File: src/rtl/ic74hc_pkg.sv
// ic74hc_pkg: shared definitions for the IC74HC151 time-division link.
//   state_t : receive FSM encoding (IDLE, HUNT, RUN)
//   LANES   : default lanes per frame, matching the IC74HC151 mux DATA_IN
package ic74hc_pkg;
   typedef enum logic [1:0] {
      IDLE = 2'd0,
      HUNT = 2'd1,
      RUN  = 2'd2
   } state_t;
   localparam int LANES = 8;
endpackage

File: src/rtl/ic74hc_tdm_demux_chan_cnt.sv
// chan_cnt: mod-N lane counter that drives the remote mux select lines.
//   clk, rst : clock, synchronous active-high reset
//   i_clr    : force count to 0 (highest priority after rst)
//   i_ld1    : load 1 (a lane 0 bit was just taken)
//   i_en     : advance, wrapping from N-1 to 0
//   o_cnt    : current lane index
//   o_last   : high while o_cnt is the last lane
module chan_cnt #(
   parameter int N = 8,
   parameter int W = $clog2(N)
) (
   input  logic         clk,
   input  logic         rst,
   input  logic         i_clr,
   input  logic         i_ld1,
   input  logic         i_en,
   output logic [W-1:0] o_cnt,
   output logic         o_last
);
   logic [W-1:0] r_cnt;
   logic         w_last;
   assign w_last = r_cnt == W'(N - 1);
   always_ff @(posedge clk)
      if (rst || i_clr) r_cnt <= '0;
      else if (i_ld1)   r_cnt <= W'(1);
      else if (i_en)    r_cnt <= w_last ? '0 : r_cnt + W'(1);
   assign o_cnt  = r_cnt;
   assign o_last = w_last;
endmodule

File: src/rtl/ic74hc_tdm_demux.sv
// ic74hc_tdm_demux: receive end of the IC74HC151 8:1 TDM link; deserialises y_in into dout.
//   clk, rst   : clock, synchronous active-high reset
//   E          : active-high disable, forces IDLE
//   sync       : frame marker, high with lane 0's bit
//   y_in       : serial bit from the remote mux
//   sel        : lane index expected on y_in this cycle
//   dout       : last complete frame, bit i = lane i
//   dout_valid : one-cycle pulse when dout updates
//   frame_err  : one-cycle pulse on a sync protocol violation
module ic74hc_tdm_demux
   import ic74hc_pkg::*;
#(
   parameter  int DATA_OUT = LANES,
   localparam int SEL_W    = $clog2(DATA_OUT)
) (
   input  logic                clk,
   input  logic                rst,
   input  logic                E,
   input  logic                sync,
   input  logic                y_in,
   output logic [SEL_W-1:0]    sel,
   output logic [DATA_OUT-1:0] dout,
   output logic                dout_valid,
   output logic                frame_err
);
   state_t                r_state, w_next;
   logic [DATA_OUT-2:0]   r_shadow;
   logic [DATA_OUT-1:0]   r_dout;
   logic                  r_valid, r_err;
   logic [SEL_W-1:0]      w_sel;
   logic                  w_last, w_run, w_ld1, w_clr, w_inc, w_err, w_done, w_wr;
   chan_cnt #(.N(DATA_OUT), .W(SEL_W)) u_cnt (
      .clk    (clk),
      .rst    (rst),
      .i_clr  (w_clr),
      .i_ld1  (w_ld1),
      .i_en   (w_inc),
      .o_cnt  (w_sel),
      .o_last (w_last)
   );
   always_ff @(posedge clk)
      if (rst) r_state <= IDLE;
      else     r_state <= w_next;
   always_comb
      w_next = E                 ? IDLE :
               r_state == IDLE   ? HUNT :
               r_state == HUNT   ? (sync ? RUN : HUNT) :
               r_state == RUN    ? ((!sync && w_sel == '0) ? HUNT : RUN) :
                                   IDLE;
   // Any sync in HUNT/RUN takes the bit as lane 0; outside RUN the counter is held at 0.
   always_comb begin
      w_run  = !E && r_state == RUN;
      w_ld1  = !E && (r_state == HUNT || r_state == RUN) && sync;
      w_clr  = !w_run && !w_ld1;
      w_inc  = w_run && !sync && w_sel != '0;
      w_err  = w_run && (sync ? w_sel != '0 : w_sel == '0);
      w_done = w_inc && w_last;
      w_wr   = w_inc && !w_last;
   end
   // The last lane goes straight to dout, so the shadow only holds lanes 0..DATA_OUT-2.
   always_ff @(posedge clk)
      if (rst) begin
         r_shadow <= '0;
         r_dout   <= '0;
         r_valid  <= 1'b0;
         r_err    <= 1'b0;
      end else begin
         for (int i = 0; i < DATA_OUT - 1; i++)
            if ((w_ld1 && i == 0) || (w_wr && w_sel == SEL_W'(i))) r_shadow[i] <= y_in;
         if (w_done) r_dout <= {y_in, r_shadow};
         r_valid <= w_done;
         r_err   <= w_err;
      end
   assign sel        = w_sel;
   assign dout       = r_dout;
   assign dout_valid = r_valid;
   assign frame_err  = r_err;
endmodule

File: config.mk
export PLATFORM = sky130hd
export DESIGN_NAME = ic74hc_tdm_demux
export DESIGN_NICKNAME = d
export VERILOG_FILES = /design/src/rtl/ic74hc_pkg.sv /design/src/rtl/ic74hc_tdm_demux_chan_cnt.sv /design/src/rtl/ic74hc_tdm_demux.sv
export SDC_FILE = /design/constraint.sdc
export NUM_CORES = 1
export LEC_CHECK = 0
export ABC_AREA = 1
export BUFFER_PORTS_ARGS = -buffer_cell sky130_fd_sc_hd__buf_2
export CAP_MARGIN = 20
export CORE_UTILIZATION = 53
export DETAILED_ROUTE_END_ITERATION = 6
export MAX_ROUTING_LAYER = met4
export PLACE_DENSITY = 0.75
export SLEW_MARGIN = 5
export SYNTH_ARGS = -nofsm -noshare
export SYNTH_HDL_FRONTEND = slang
export SYNTH_SLANG_ARGS = --single-unit
File: constraint.sdc
create_clock -name clk -period 2.1 [get_ports clk]
set_input_delay 0.105 -clock clk [delete_from_list [all_inputs] [get_ports clk]]
set_output_delay 0.105 -clock clk [all_outputs]
set_load 0.03 [all_outputs]
## After elaboration in Yosys (flattened, before gate mapping)

Index checks and enable logic that the tools add are counted.

- Output and inout bits: 13
- Logic and storage cells: 65
- Register bits after elaboration: 22

- Multiplexer cells: 9
- Add/subtract/negate cells: 1
- Reductions and logical operators: 32
- Equal/unequal tests: 9

Operators with widths:

| cell | count |
|---|---|
| $logic_and A1 B1 Y1 | 17 |
| $eq A3 B3 Y1 const B | 4 |
| $mux W2 | 4 |
| $eq A3 B2 Y1 const B | 2 |
| $logic_not A1 Y1 | 5 |
| $mux W1 | 4 |
| $reduce_or A2 Y1 | 2 |
| $add A3 B1 Y3 const B | 1 |
| $eq A3 B1 Y1 const B | 1 |
| $logic_not A3 Y1 | 1 |
| $logic_or A1 B1 Y1 | 3 |
| $mux W3 | 1 |
| $reduce_bool A3 Y1 | 1 |
| $reduce_or A3 Y1 | 1 |
| $eq A2 B1 Y1 const B | 1 |
| $eq A2 B2 Y1 const B | 1 |
| $logic_not A2 Y1 | 1 |
| $reduce_bool A2 Y1 | 1 |

## Longest topological paths before layout

- Depth after elaboration: 8
- Gate-level depth with buffers: 9
- Gate-level depth less buffers: 9

## By module

A second synthesis with hierarchy kept.

- Cells, all modules: 148
- Area, all modules: 1,153.6 sq um

Modules (own cells, without submodules):

| module | sequential area each (sq um) | cells an instance | area each (sq um) | instances |
|---|---|---|---|---|
| ic74hc_tdm_demux | 380.4 | 124 | 992.2 | 1 |
| chan_cnt | 60.1 | 24 | 161.4 | 1 |

## Worst setup path before layout

Ideal clock, no wire load.

- Path type: flip-flop to flip-flop
- From: register u_cnt.r_cnt[0] (netlist: u_cnt.o_cnt[0])
- To: register r_dout[6] (netlist: dout[6])
- Data arrival time: 1,546 ps
- Setup slack: 440 ps
- Setup time: 114 ps
- Buffers on the path: 0
- Cell stages (with the launch flop): 9
- Path through: dfxtp_1 > inv_1 > ha_1 > nand2_8 > inv_6 > nor2_8 > nand2_8 > o21ai_2 > nor2_2

- Word-level cells in the longest chain between the ends: 3

RTL lines:

| element | RTL line | source |
|---|---|---|
| start, declared | ic74hc_tdm_demux_chan_cnt.sv:20 | `logic [W-1:0] r_cnt;` |
| start signal, assigned | ic74hc_tdm_demux_chan_cnt.sv:26 | `else if (i_en) r_cnt <= w_last ? '0 : r_cnt + W'(1);` |
| $reduce_bool A3 Y1 | ic74hc_tdm_demux.sv:55 | `w_inc = w_run && !sync && w_sel != '0;` |
| $logic_and A1 B1 Y1 | ic74hc_tdm_demux.sv:55 |  |
| $logic_and A1 B1 Y1 (*) | ic74hc_tdm_demux.sv:57 | `w_done = w_inc && w_last;` |
| end signal, assigned | ic74hc_tdm_demux.sv:70 | `if (w_done) r_dout <= {y_in, r_shadow};` |
| end, declared | ic74hc_tdm_demux.sv:28 | `logic [DATA_OUT-1:0] r_dout;` |

Mark *: on every way between the ends. The rest lies on a longest branch, timed or not.
A chain may end at the register's enable or synchronous reset.

## Worst setup path after layout

- From: register u_cnt.r_cnt[0] (netlist: u_cnt.o_cnt[0])
- To: register r_dout[1] (netlist: dout[1])

Same word-level chain as after synthesis.

==> run_results.csv <==
group,metric,value,unit
pwr,powerDensity,510,nW/um^2
timing,timing.fmax,626,MHz
final_layout,seq_area,440,sq um
clock_tree,tritoncts,"yes",
clock_tree,postCtsSetupBuffers,0,
clock_tree,cts.sinks,22,
critical_path,cp-end-kind,"flip-flop",
critical_path,ff2ff_path_depth,8,
clock_tree,clk-insertion-delay-late,0.30,ns
min_path,hold_depth,3,
critical_path,cpMostUsedCell,"nand2_8",
final_layout,final_cell_area,1350,sq um
critical_path,slowest_stage,"dfxtp_1",
final_layout,drive_above_1_share,17.5,%
timing,maxSlewHeadroom,65.6,%
clock_tree,clkTransAtPathRegs,0.12,ns
critical_path,path_cells,"inv_1 > ha_1 > nand2_8 > inv_6 > nor2_8 > nand2_8 > o21ai_1 > nor2_1",
timing,fin_skew,0.00185,ns
final_layout,fin_nets,193,
global_route,track_usage,20.4,%
critical_path,arrival,1.81,ns
final_layout,multi_input_area,596,sq um
pwr,peakVddDrop,311,uV
min_path,hold_path.class,"primary input to flip-flop",
global_route,grt_max_degree,19,
run_status,outcome,"complete, no violations",
placed_design,placed_cells,199,
placed_design,place_congestion,0.872,
logic_synthesis,synthTopCellsByArea,"dfxtp_1, ha_1, inv_1",
timing,setup_viol,0,
global_route,grt_pass1_wl,3750,um
detailed_routing,avgRoutedWirePerCell,10.5,um
detailed_routing,drc_errors,0,
logic_synthesis,synthCells,158,
min_path,holdPathEnd,"dout[7]$_SDFFE_PP0P_",
timing,hold_viol_final,0,
clock_tree,cts-root-buf,"clkbuf_4",
critical_path,cp_slowest_stage_delay,0.42,ns
detailed_routing,ant_nets,0,
global_route,antenna_found_initial,0,
critical_path,path_buf_inv,2,
logic_synthesis,yosys_warnings,0,
die,ioPinCount,18,
placed_design,placed_cell_area,1300,sq um
logic_synthesis,synth_cell_types,26,
die,die-width,49.6,um
final_layout,n_fill_cell,191,
detailed_routing,finalWirelength,2130,um
logic_synthesis,synth_top_cell_area_share,36.7,%
clock_tree,numCtsBuffers,3,
final_layout,diodes,0,
critical_path,path_max_fanout,10,
logic_synthesis,synth.net_count,173,
critical_path,rr_endpoint,"dout[1]$_SDFFE_PP0P_",
clock_tree,cts.path.max_buffers,2,
die,initial_core_util,58.8,%
die,die_y,49.6,um
logic_synthesis,ys_seq_area_share,36.7,%
global_route,grt_pass1_vias,890,
critical_path,rrSetupSlack,0.50,ns
detailed_routing,first_pass_iters,4,
job,maxCapViolCount,0,
critical_path,r2r-start,"u_cnt.o_cnt[0]$_SDFFE_PP0P_",
die,coreArea,2040,sq um
timing,fin_crit,1.60,ns
detailed_routing,num_vias,996,
timing,worst_pin_slew,0.515,ns
final_layout,layout.cells.non_filler,204,
logic_synthesis,yosysTopAreaCell,"dfxtp_1",
timing,rsz0062_at_grt,"no",
critical_path,crit_required,2.31,ns
clock_tree,htreeDepth,1,
critical_path,cp_top_family,"simple AND/OR/NAND/NOR gates",
die,num_rows,16,
min_path,worstHoldStart,"y_in",
critical_path,crit_type,"flip-flop to flip-flop",
timing,post-route-period-util,76.0,%
timing,drv_slew,0,
global_route,grt-ovfl-total,0,
logic_synthesis,synth.avg_cell_area,7.59,sq um
detailed_routing,dr.first_iter.drc_count,25,
logic_synthesis,ys_ff_latch,22,
detailed_routing,drt-vias-per-instance,4.88,
final_layout,final_util,65.9,%
logic_synthesis,synth_area,1200,sq um
final_layout,area_growth,12.1,%
placed_design,dpl.hpwl,1630,um
pwr,leakage,0.000655,uW
timing,fin_tns_setup,0,ns
critical_path,critPathLaunchType,"flip-flop",
placed_design,portBuffers,17,
die,die-area,2460,sq um
[metrics by stage]
step / hold WS, ns / setup WS (ns) / total power, uW
detailed placement: 0.314 / 0.509 / 466
global placement: 0.304 / 0.577 / 465
CTS: 0.0459 / 0.497 / 693
finish: 0.0492 / 0.503 / 686
global route: 0.0589 / 0.316 / 713
floorplan: 0.177 / 0.440 / 454
[cell type report]
class	count	area share, %
Timing Repair Buffer	18	7.07
Tap cell	27	2.51
Sequential cell	22	32.7
Inverter	33	10.7
Multi-Input combinational cell	100	44.3
Clock buffer	4	2.70
[worst register-to-register path, stage by stage (launching register included)]
cell,delay [ns]
dfxtp_1,0.42
inv_1,0.09
ha_1,0.29
nand2_8,0.13
inv_6,0.05
nor2_8,0.19
nand2_8,0.12
o21ai_1,0.17
nor2_1,0.05
[sequential cells by signal, indices dropped and copies added, names as in the netlist]
name,flops
frame_err,1
dout,8
r_shadow,7
r_state,2
u_cnt.o_cnt,3
dout_valid,1
[cells by family after synthesis]
logic type	count (synthesis)	synth area share, %
adder cells (fa/ha/maj)	10	10.4
AND/OR/NAND/NOR	72	30.9
AO/OA/AOI/OAI	18	8.34
buffers and inverters	36	13.7
flip-flops	22	36.7
[where the power goes]
group	internal [uW]	switching (uW)
Combinational	14.2	23.8
Sequential	419	1.10
Clock	106	122
Total	539	147
[Yosys cell counts]
library cell,n
nor2_8,1
nor2_1,26
nand4_1,12
buf_1,1
buf_2,1
a21oi_1,3
o21ai_0,4
nand3_1,2
ha_1,10
nor2_2,1
dfxtp_1,22
o21a_1,1
nand3_2,1
nand2_8,2
inv_1,30
inv_4,1
inv_6,1
o21ai_2,1
nor3_1,2
a31oi_1,1
buf_6,1
clkinv_8,1
o21ai_1,7
nand2_1,24
nor2_4,1
o21bai_1,1
[worst max path at each step]
stage | start | endpoint | depth (start not counted)
6_report | u_cnt.o_cnt[0]$_SDFFE_PP0P_ | dout[1]$_SDFFE_PP0P_ | 8
5_1_grt | u_cnt.o_cnt[0]$_SDFFE_PP0P_ | r_shadow[2]$_SDFFE_PP0P_ | 7
4_1_cts | u_cnt.o_cnt[0]$_SDFFE_PP0P_ | dout[1]$_SDFFE_PP0P_ | 8
3_5_place_dp | u_cnt.o_cnt[0]$_SDFFE_PP0P_ | dout[1]$_SDFFE_PP0P_ | 8
3_3_place_gp | u_cnt.o_cnt[0]$_SDFFE_PP0P_ | dout[1]$_SDFFE_PP0P_ | 8
2_1_floorplan | u_cnt.o_cnt[0]$_SDFFE_PP0P_ | dout[6]$_SDFFE_PP0P_ | 8
[cell usage in the layout, fill, tap and decap left out, drive strengths merged]
master       count
a21oi            3
a31oi            1
buf             17
clkbuf           4
clkinv           1
dfxtp           22
dlygate4sd3      1
ha              10
inv             32
nand2           26
nand3            3
nand4           12
nor2            29
nor3             2
o21a             1
o21ai           12
o21bai           1
[per-layer routing]
metal	GRT usage, %	wire length [um]	part of all wire [%]
met3	2.78	79	3.7
met1	24.8	1050	49
met5	-	0	0
met2	32.2	968	45
met4	11.4	36	1.7
[timing repair]
| item | CTS | global route |
|---|---|---|
| hold endpoints to repair | 2 | 0 |
| resized for setup | 0 | 0 |
| hold buffers | 1 | 0 |
No activity file was read; power rests on OpenSTA's default activity.
